`src/rtl/mem_arbiter.sv`:
```
// Two-port cache-to-memory arbiter: round-robin one-hot grant, one transfer in
// flight, watchdog abort with a sticky error flag.
module mem_arbiter #(
    parameter int ADDR_W = 20,
    parameter int DATA_W = 128,
    parameter int TMO_W  = 8
) (
    input  logic              clk,
    input  logic              rst,
    input  logic [1:0]        req_valid,
    input  logic [1:0]        req_rw,
    input  logic [ADDR_W-1:0] req_addr0,
    input  logic [ADDR_W-1:0] req_addr1,
    input  logic [DATA_W-1:0] req_data0,
    input  logic [DATA_W-1:0] req_data1,
    output logic [1:0]        req_ready,
    output logic [DATA_W-1:0] req_rdata,
    output logic              mem_valid,
    output logic              mem_rw,
    output logic [ADDR_W-1:0] mem_addr,
    output logic [DATA_W-1:0] mem_wdata,
    input  logic              mem_ready,
    input  logic [DATA_W-1:0] mem_rdata,
    output logic [1:0]        grant,
    output logic              busy,
    output logic              tmo_err
);

    typedef enum logic {IDLE, BUSY} state_t;

    state_t            state, state_nx;
    logic [1:0]        grant_q, grant_nx;
    logic              prio, prio_nx;
    logic [TMO_W-1:0]  wdog, wdog_nx, wdog_inc;
    logic              tmo_q, tmo_nx;
    logic              gsel;

    assign gsel = grant_q[1];

    always_ff @(posedge clk or negedge rst) begin
        if (!rst) begin
            state   <= IDLE;
            grant_q <= '0;
            prio    <= 1'b0;
            wdog    <= '0;
            tmo_q   <= 1'b0;
        end else begin
            state   <= state_nx;
            grant_q <= grant_nx;
            prio    <= prio_nx;
            wdog    <= wdog_nx;
            tmo_q   <= tmo_nx;
        end
    end

    always_comb begin
        state_nx = state;
        grant_nx = grant_q;
        prio_nx  = prio;
        wdog_nx  = wdog;
        tmo_nx   = tmo_q;
        wdog_inc = wdog + 1'b1;
        case (state)
            IDLE: begin
                if (|req_valid) begin
                    state_nx = BUSY;
                    wdog_nx  = '0;
                    if (req_valid[1] && (!req_valid[0] || prio))
                        grant_nx = 2'b10;
                    else
                        grant_nx = 2'b01;
                end
            end
            BUSY: begin
                if (mem_ready) begin
                    state_nx = IDLE;
                    grant_nx = '0;
                    prio_nx  = ~gsel;
                end else begin
                    wdog_nx = wdog_inc;
                    // abort on the cycle the counter would reach all-ones
                    if (wdog_inc == '1) begin
                        state_nx = IDLE;
                        grant_nx = '0;
                        prio_nx  = ~prio;
                        tmo_nx   = 1'b1;
                    end
                end
            end
            default: state_nx = IDLE;
        endcase
    end

    always_comb begin
        mem_valid = 1'b0;
        mem_rw    = 1'b0;
        mem_addr  = '0;
        mem_wdata = '0;
        req_ready = 2'b00;
        req_rdata = '0;
        if (state == BUSY) begin
            mem_valid = 1'b1;
            mem_rw    = req_rw[gsel];
            mem_addr  = gsel ? req_addr1 : req_addr0;
            mem_wdata = gsel ? req_data1 : req_data0;
            req_ready = grant_q & {2{mem_ready}};
            req_rdata = mem_rdata;
        end
    end

    assign grant   = grant_q;
    assign busy    = (state == BUSY);
    assign tmo_err = tmo_q;

endmodule

```
`config.mk`:
```
export PLATFORM = sky130hd
export DESIGN_NAME = mem_arbiter
export DESIGN_NICKNAME = d
export VERILOG_FILES = /design/src/rtl/mem_arbiter.sv
export SDC_FILE = /design/constraint.sdc
export NUM_CORES = 1
export LEC_CHECK = 0
export BUFFER_PORTS_ARGS = -buffer_cell sky130_fd_sc_hd__buf_4
export CORE_AREA = 2 2 278 280
export CTS_CLUSTER_DIAMETER = 40
export CTS_CLUSTER_SIZE = 24
export DETAILED_ROUTE_END_ITERATION = 10
export DIE_AREA = 0 0 280 282
export SYNTH_ARGS = -nofsm -noshare
export SYNTH_HDL_FRONTEND = slang
export SYNTH_SLANG_ARGS = --single-unit
```
`constraint.sdc`:
```
create_clock -name clk -period 1.6 [get_ports clk]
set_input_delay 0.24 -clock clk [delete_from_list [all_inputs] [get_ports clk]]
set_output_delay 0.24 -clock clk [all_outputs]
set_load 0.01 [all_outputs]
```
======== Yosys cells after proc, flatten, opt, wreduce, memory -nomap -nowiden ========
Cells that the tools add are included.
W data, S select, Z words.
storage, ports and cells
  output and inout bits ................... 284
  word-level logic and storage cells ...... 49
  bits in registers ....................... 13
cells by class
  equal/unequal tests ..................... 4
  mux-type cells .......................... 24
  add/sub/neg operators ................... 1
  order comparisons ....................... 1
  bitwise operators ....................... 5
  reduce and logical (&&, ||, !) cells .... 9
operator list
  operator               count
  $mux W128              3
  $mux W20               2
  $mux W8                2
  $pmux W8 S2            1
  $mux W2                5
  $mux W1                9
  $add A8 B1 Y8 const B  1
  $eq A8 B8 Y1 const B   1
  $reduce_and A2 Y1      3
  $ne A2 B2 Y1 const B   2
  $not A1 Y1             4
  $pmux W2 S2            1
  $ne A3 B2 Y1 const B   1
  $reduce_and A3 Y1      1
  $and A2 B2 Y2          1
  $lt A1 B2 Y1 const B   1
  $pmux W1 S2            1
  $reduce_bool A2 Y1     1
  $reduce_or A2 Y1       1
  $logic_and A1 B1 Y1    1
  $logic_not A1 Y1       1
  $logic_or A1 B1 Y1     1

======== Logic depth before layout (Yosys ltp) ========
  depth after elaboration ................. 6
  mapped depth ............................ 6

======== Least setup slack after synthesis ========
No wires, ideal clock.
  path type ............................... flip-flop to output port
  from .................................... reg state (netlist: busy)
  to ...................................... out mem_addr[10]
  setup slack ............................. -1 ps
  data arrival time ....................... 1361 ps
  cell stages (with the launch flop) ...... 5
  path buffers ............................ 3
  data required time ...................... 1360 ps
  path through ............................ dfrtp_1 > clkbuf_1 > clkbuf_1 > clkbuf_1 > nor2b_1
on the way
  word-level cells in the longest chain between the ends .. 1
ends and longest elaborated chain
  element                 RTL line  RTL
  start, declared         31        state_t state, state_nx;
  start signal, assigned  48        state <= state_nx;
  $mux W20                101       if (state == BUSY) begin
  end, declared           20        output logic [ADDR_W-1:0] mem_addr,
No other way between the ends.

======== Worst setup path after layout ========
  from .................................... reg grant_q[1] (netlist: grant[1])
  to ...................................... out mem_wdata[70]
on the way
  word-level cells in the longest chain between the ends .. 2
ends and longest elaborated chain
  element                 RTL line  RTL
  start, declared         32        logic [1:0] grant_q, grant_nx;
  start signal, assigned  49        grant_q <= grant_nx;
  $mux W128               105       mem_wdata = gsel ? req_data1 : req_data0;
  $mux W128               101
  end, declared           21        output logic [DATA_W-1:0] mem_wdata,
No other way between the ends.

==> results.md <==
Clock tree:
- TritonCTS built the clock tree.
- The buffer type at the clock tree root is sky130_fd_sc_hd__clkbuf_16.
- The clock passes through at most 2 buffers.
- The number of buffers created by CTS is 3.
- In this run the number of H-tree levels came out at 1.
- The clock-pin transition on the worst setup and hold timing paths is 0.05 ns.
- At the later pin of the worst-skew pair, clock insertion delay measures 0.25 ns.
- CTS saw 13 sinks.

Logic synthesis:
- Sequential elements use 7.74% of the synthesized area.
- After synthesis the netlist holds a flip-flop and latch count of 13.
- Yosys attributes the largest share of cell area to sky130_fd_sc_hd__mux2i_1 36%, sky130_fd_sc_hd__nor2b_1 23%, sky130_fd_sc_hd__and2_1 19%, sky130_fd_sc_hd__dfrtp_1 7.7%, sky130_fd_sc_hd__clkbuf_1 2.8%.
- The cell area after synthesis is 0.00420 sq mm.
- Counting instances in the post-synthesis netlist gives the leading cell types as 152 x sky130_fd_sc_hd__nor2b_1, 150 x sky130_fd_sc_hd__mux2i_1, 129 x sky130_fd_sc_hd__and2_1, 31 x sky130_fd_sc_hd__clkbuf_1, 18 x sky130_fd_sc_hd__buf_2.
- During synthesis, Yosys emitted a total of 0 warnings.
- The synthesized design spends more area on one cell type than any other, namely sky130_fd_sc_hd__mux2i_1.
- The count of unique library cells instantiated by Yosys is 32.
- The fraction of post-synthesis cell area in the top cell type by area is 35.7%.
- The synthesized design contains 0 enable-type register cells.
- A synthesized cell averages 7.49 sq um.
- The predominant post-synthesis flop cell is sky130_fd_sc_hd__dfrtp_1.
- After technology mapping, the gate count stands at 561.
- After synthesis, the share of flip-flops with an asynchronous set or reset is 100%.
- The most instantiated library cell after synthesis is sky130_fd_sc_hd__nor2b_1.
- The total nets after synthesis is 994.

Die:
- The die covers 0.0790 sq mm.
- In this run the count of I/O pins placed on the die edge is 715.
- The row count is 101.
- The height of the die is 282 um.
- The horizontal die dimension is 280 um.
- In this run the standard cell core region covers 0.0757 sq mm.
- Once the floorplan was initialized, standard cells occupied 5.55% of the core.

Final layout:
- The proportion of layout cells with a drive suffix above 1 is 69.1%.
- The multi-input gate area in the final layout is 0.00401 sq mm.
- The total area of sequential cells is 335 sq um.
- After filler insertion, the fill cell instance count of the layout stands at 8591.
- For this run, the post-layout net count is 1746.
- The area growth from synthesis to layout is 203%.
- The final core area utilization is 16.8%.

Worst hold path:
- The worst min-delay path endpoint is grant[0].
- The classification of the worst-slack hold path is in -> reg.
- The origin of the worst min-delay path is mem_ready.
- The number of stages on the worst hold path is 4.

Setup path:
- The worst reg2reg path depth is 7.
- In this run the critical register-to-register path is launched from busy.
- The maximum fanout encountered on the critical timing path is 17.
- The worst reg2reg path endpoint is wdog[5].
- Walking the worst path, the cells encountered are buf_12 > buf_16 > mux2i_2 > nor2b_1 > buf_4.
- On the worst path, the slowest cell contributes a delay of 0.50 ns.
- The kind of end point of the critical path is an output pin.
- Counting both buffers and inverters, the worst setup path holds a total of 3.
- The worst setup path is launched from a flip-flop.
- Grouping stages by cell kind, the critical path spends the most delay in buffers and inverters.
- The required time at the worst-slack endpoint is 1.36 ns.
- The standard cell with the maximum stage delay on the critical path is sky130_fd_sc_hd__dfrtp_4.
- The arrival time at the worst endpoint is 1.66 ns.
- The worst setup path is of the reg -> out kind.
- Across all register-to-register paths, the minimum setup slack is -0.07 ns.

Pwr:
- The standby leakage power is 6.00 nW.
- The maximum vdd drop is 323 uV.
- The power per cell area is 522 mW/mm^2.

Routing:
- Detailed routing inserted a total of 7346 vias.
- Wires add up to 56.0 mm.
- The number of iterations in the first detailed-routing pass is 4.
- The starting DRC count in detailed routing is 250.
- Once detail routing completed, the nets flagged for antenna violations numbered 0.
- The DRC violation count after routing is 0.
- The average detailed-routed wire length per instance is 24.1 um.
- The via count normalized by instance count is 3.17.

Placement:
- The wire-length estimate of the detail-placed layout is 48.4 mm.
- The last weighted congestion value of the routability-driven placer is 0.838.
- The count of input and output buffers is 714.

Global routing:
- The via count of the first global-routing pass is 6900.
- The global route total overflow is 0.
- Across every metal layer, demand over resource in global routing totals 12.7%.
- The largest net degree at the start of global routing is 31.
- The initial antenna violation count is 83.
- The first global-routing pass estimated 65.4 mm of wire.

STA:
- Static timing analysis puts the maximum clock frequency at 525 MHz.
- The number of failing hold endpoints at the final stage came to 0.
- The final max-slew violation count was 0.
- The time the worst path needs with I/O delays and setup is 1.90 ns.
- For the final database, setup skew stands at 0.00148 ns.
- The worst relative slew slack is 77.1%.
- In the finished design, the share of the clock period the worst path needs comes to 119%.
- The tightest hold path in the finished design has a slack of 0.344 ns.
- The slew at the pin with the worst max-slew slack is 0.341 ns.
- Setup repair after global routing could not meet its margin everywhere.
- The worst path setup slack after routing is -0.304 ns.
- Setup violations remaining at the end of the flow were counted as 271.

Outcome:
- The checks that failed: negative setup slack.
- The run finished, with violations left.

Job:
- The max-capacitance violation count is 0.
[metrics by stage]
step           power, mW  cell area [sq um]  std cells  setup slack [ns]  setup TNS [ns]
3_5_place_dp        5.12              11000       2241            -0.114          -0.528
5_1_grt             7.00              12700       2294            -0.314          -62.48
4_1_cts             6.32              12000       2271            -0.280          -42.97
6_report            6.63              12700       2318            -0.304          -49.62
3_3_place_gp        5.09              11000       2241            -0.112          -0.504
2_1_floorplan       2.29               4200        561          -0.00140          -0.195
[tightest hold or removal path, cell delays in order]
cell and delay, ns:
sky130_fd_sc_hd__buf_4 0.12, sky130_fd_sc_hd__nor2b_2 0.05, sky130_fd_sc_hd__nand2_1 0.06, sky130_fd_sc_hd__o22ai_1 0.07
[timing repair]
item,CTS,global route
hold buffers,1,0
resized for setup,126,103
endpoints found under the setup margin,231,292
buffers inserted,11,12
pin swaps,2,3
cloned,15,10
endpoints found under the hold margin,13,0
[per-layer routing]
metal / vias to the layer above / global-route usage [%] / part of all wire (%)
li1: 3412 / - / -
met1: 3228 / 12.1 / 34
met2: 506 / 22.0 / 48
met3: 142 / 8.58 / 14
met4: 58 / 3.65 / 3.6
met5: - / 0 / 0.66
[area by class of cell]
class / instances / share of cell area, %
Timing Repair Buffer: 800 / 54.9
Multi-Input combinational cell: 492 / 31.5
Clock buffer: 4 / 0.620
Antenna cell: 28 / 0.551
Tap cell: 978 / 9.62
Inverter: 3 / 0.0886
Sequential cell: 13 / 2.64
[state kept, by name, summed over array words and instances (netlist names)]
name	count
wdog	8
busy	1
tmo_err	1
grant	2
prio	1
[cell usage in the layout, fill, tap and decap left out, types with 7 or more instances in the layout]
master and count:
sky130_fd_sc_hd__nand2_1 10, sky130_fd_sc_hd__clkbuf_16 10, sky130_fd_sc_hd__nor2b_4 10, sky130_fd_sc_hd__buf_4 672, sky130_fd_sc_hd__o21ai_0 11, sky130_fd_sc_hd__dfrtp_1 9
sky130_fd_sc_hd__buf_16 17, sky130_fd_sc_hd__nor2b_2 7, sky130_fd_sc_hd__mux2i_1 135, sky130_fd_sc_hd__buf_12 12, sky130_fd_sc_hd__buf_6 85, sky130_fd_sc_hd__nor2b_1 135
sky130_fd_sc_hd__and2_4 60, sky130_fd_sc_hd__diode_2 28, sky130_fd_sc_hd__mux2i_2 9, sky130_fd_sc_hd__and2_1 70
[kinds of logic after synthesis]
kind of cell | count (synthesis) | share of synthesized area (%)
compound gates | 30 | 4.68
simple gates | 308 | 44.9
fa+ha+maj | 2 | 0.595
xor+xnor | 2 | 0.417
buf+inv | 56 | 5.90
flops | 13 | 7.74
mux | 150 | 35.7
[worst max-delay path by stage]
stage                     slack, ns             to      from  depth (start not counted)
after floorplan              -0.001   mem_addr[10]      busy                          4
after global placement        -0.11  mem_wdata[75]  grant[1]                          5
after detailed placement      -0.11  mem_wdata[75]  grant[1]                          5
after CTS                     -0.28  mem_wdata[75]  grant[1]                          5
after global routing          -0.31  mem_wdata[75]  grant[1]                          5
final                         -0.30  mem_wdata[70]  grant[1]                          5
[report_power, final]
group / internal (mW) / switching [mW]
Clock: 0.337 / 0.151
Combinational: 3.34 / 2.38
Sequential: 0.366 / 0.0585
Total: 4.05 / 2.59
No activity file was read; power rests on OpenSTA's default activity.
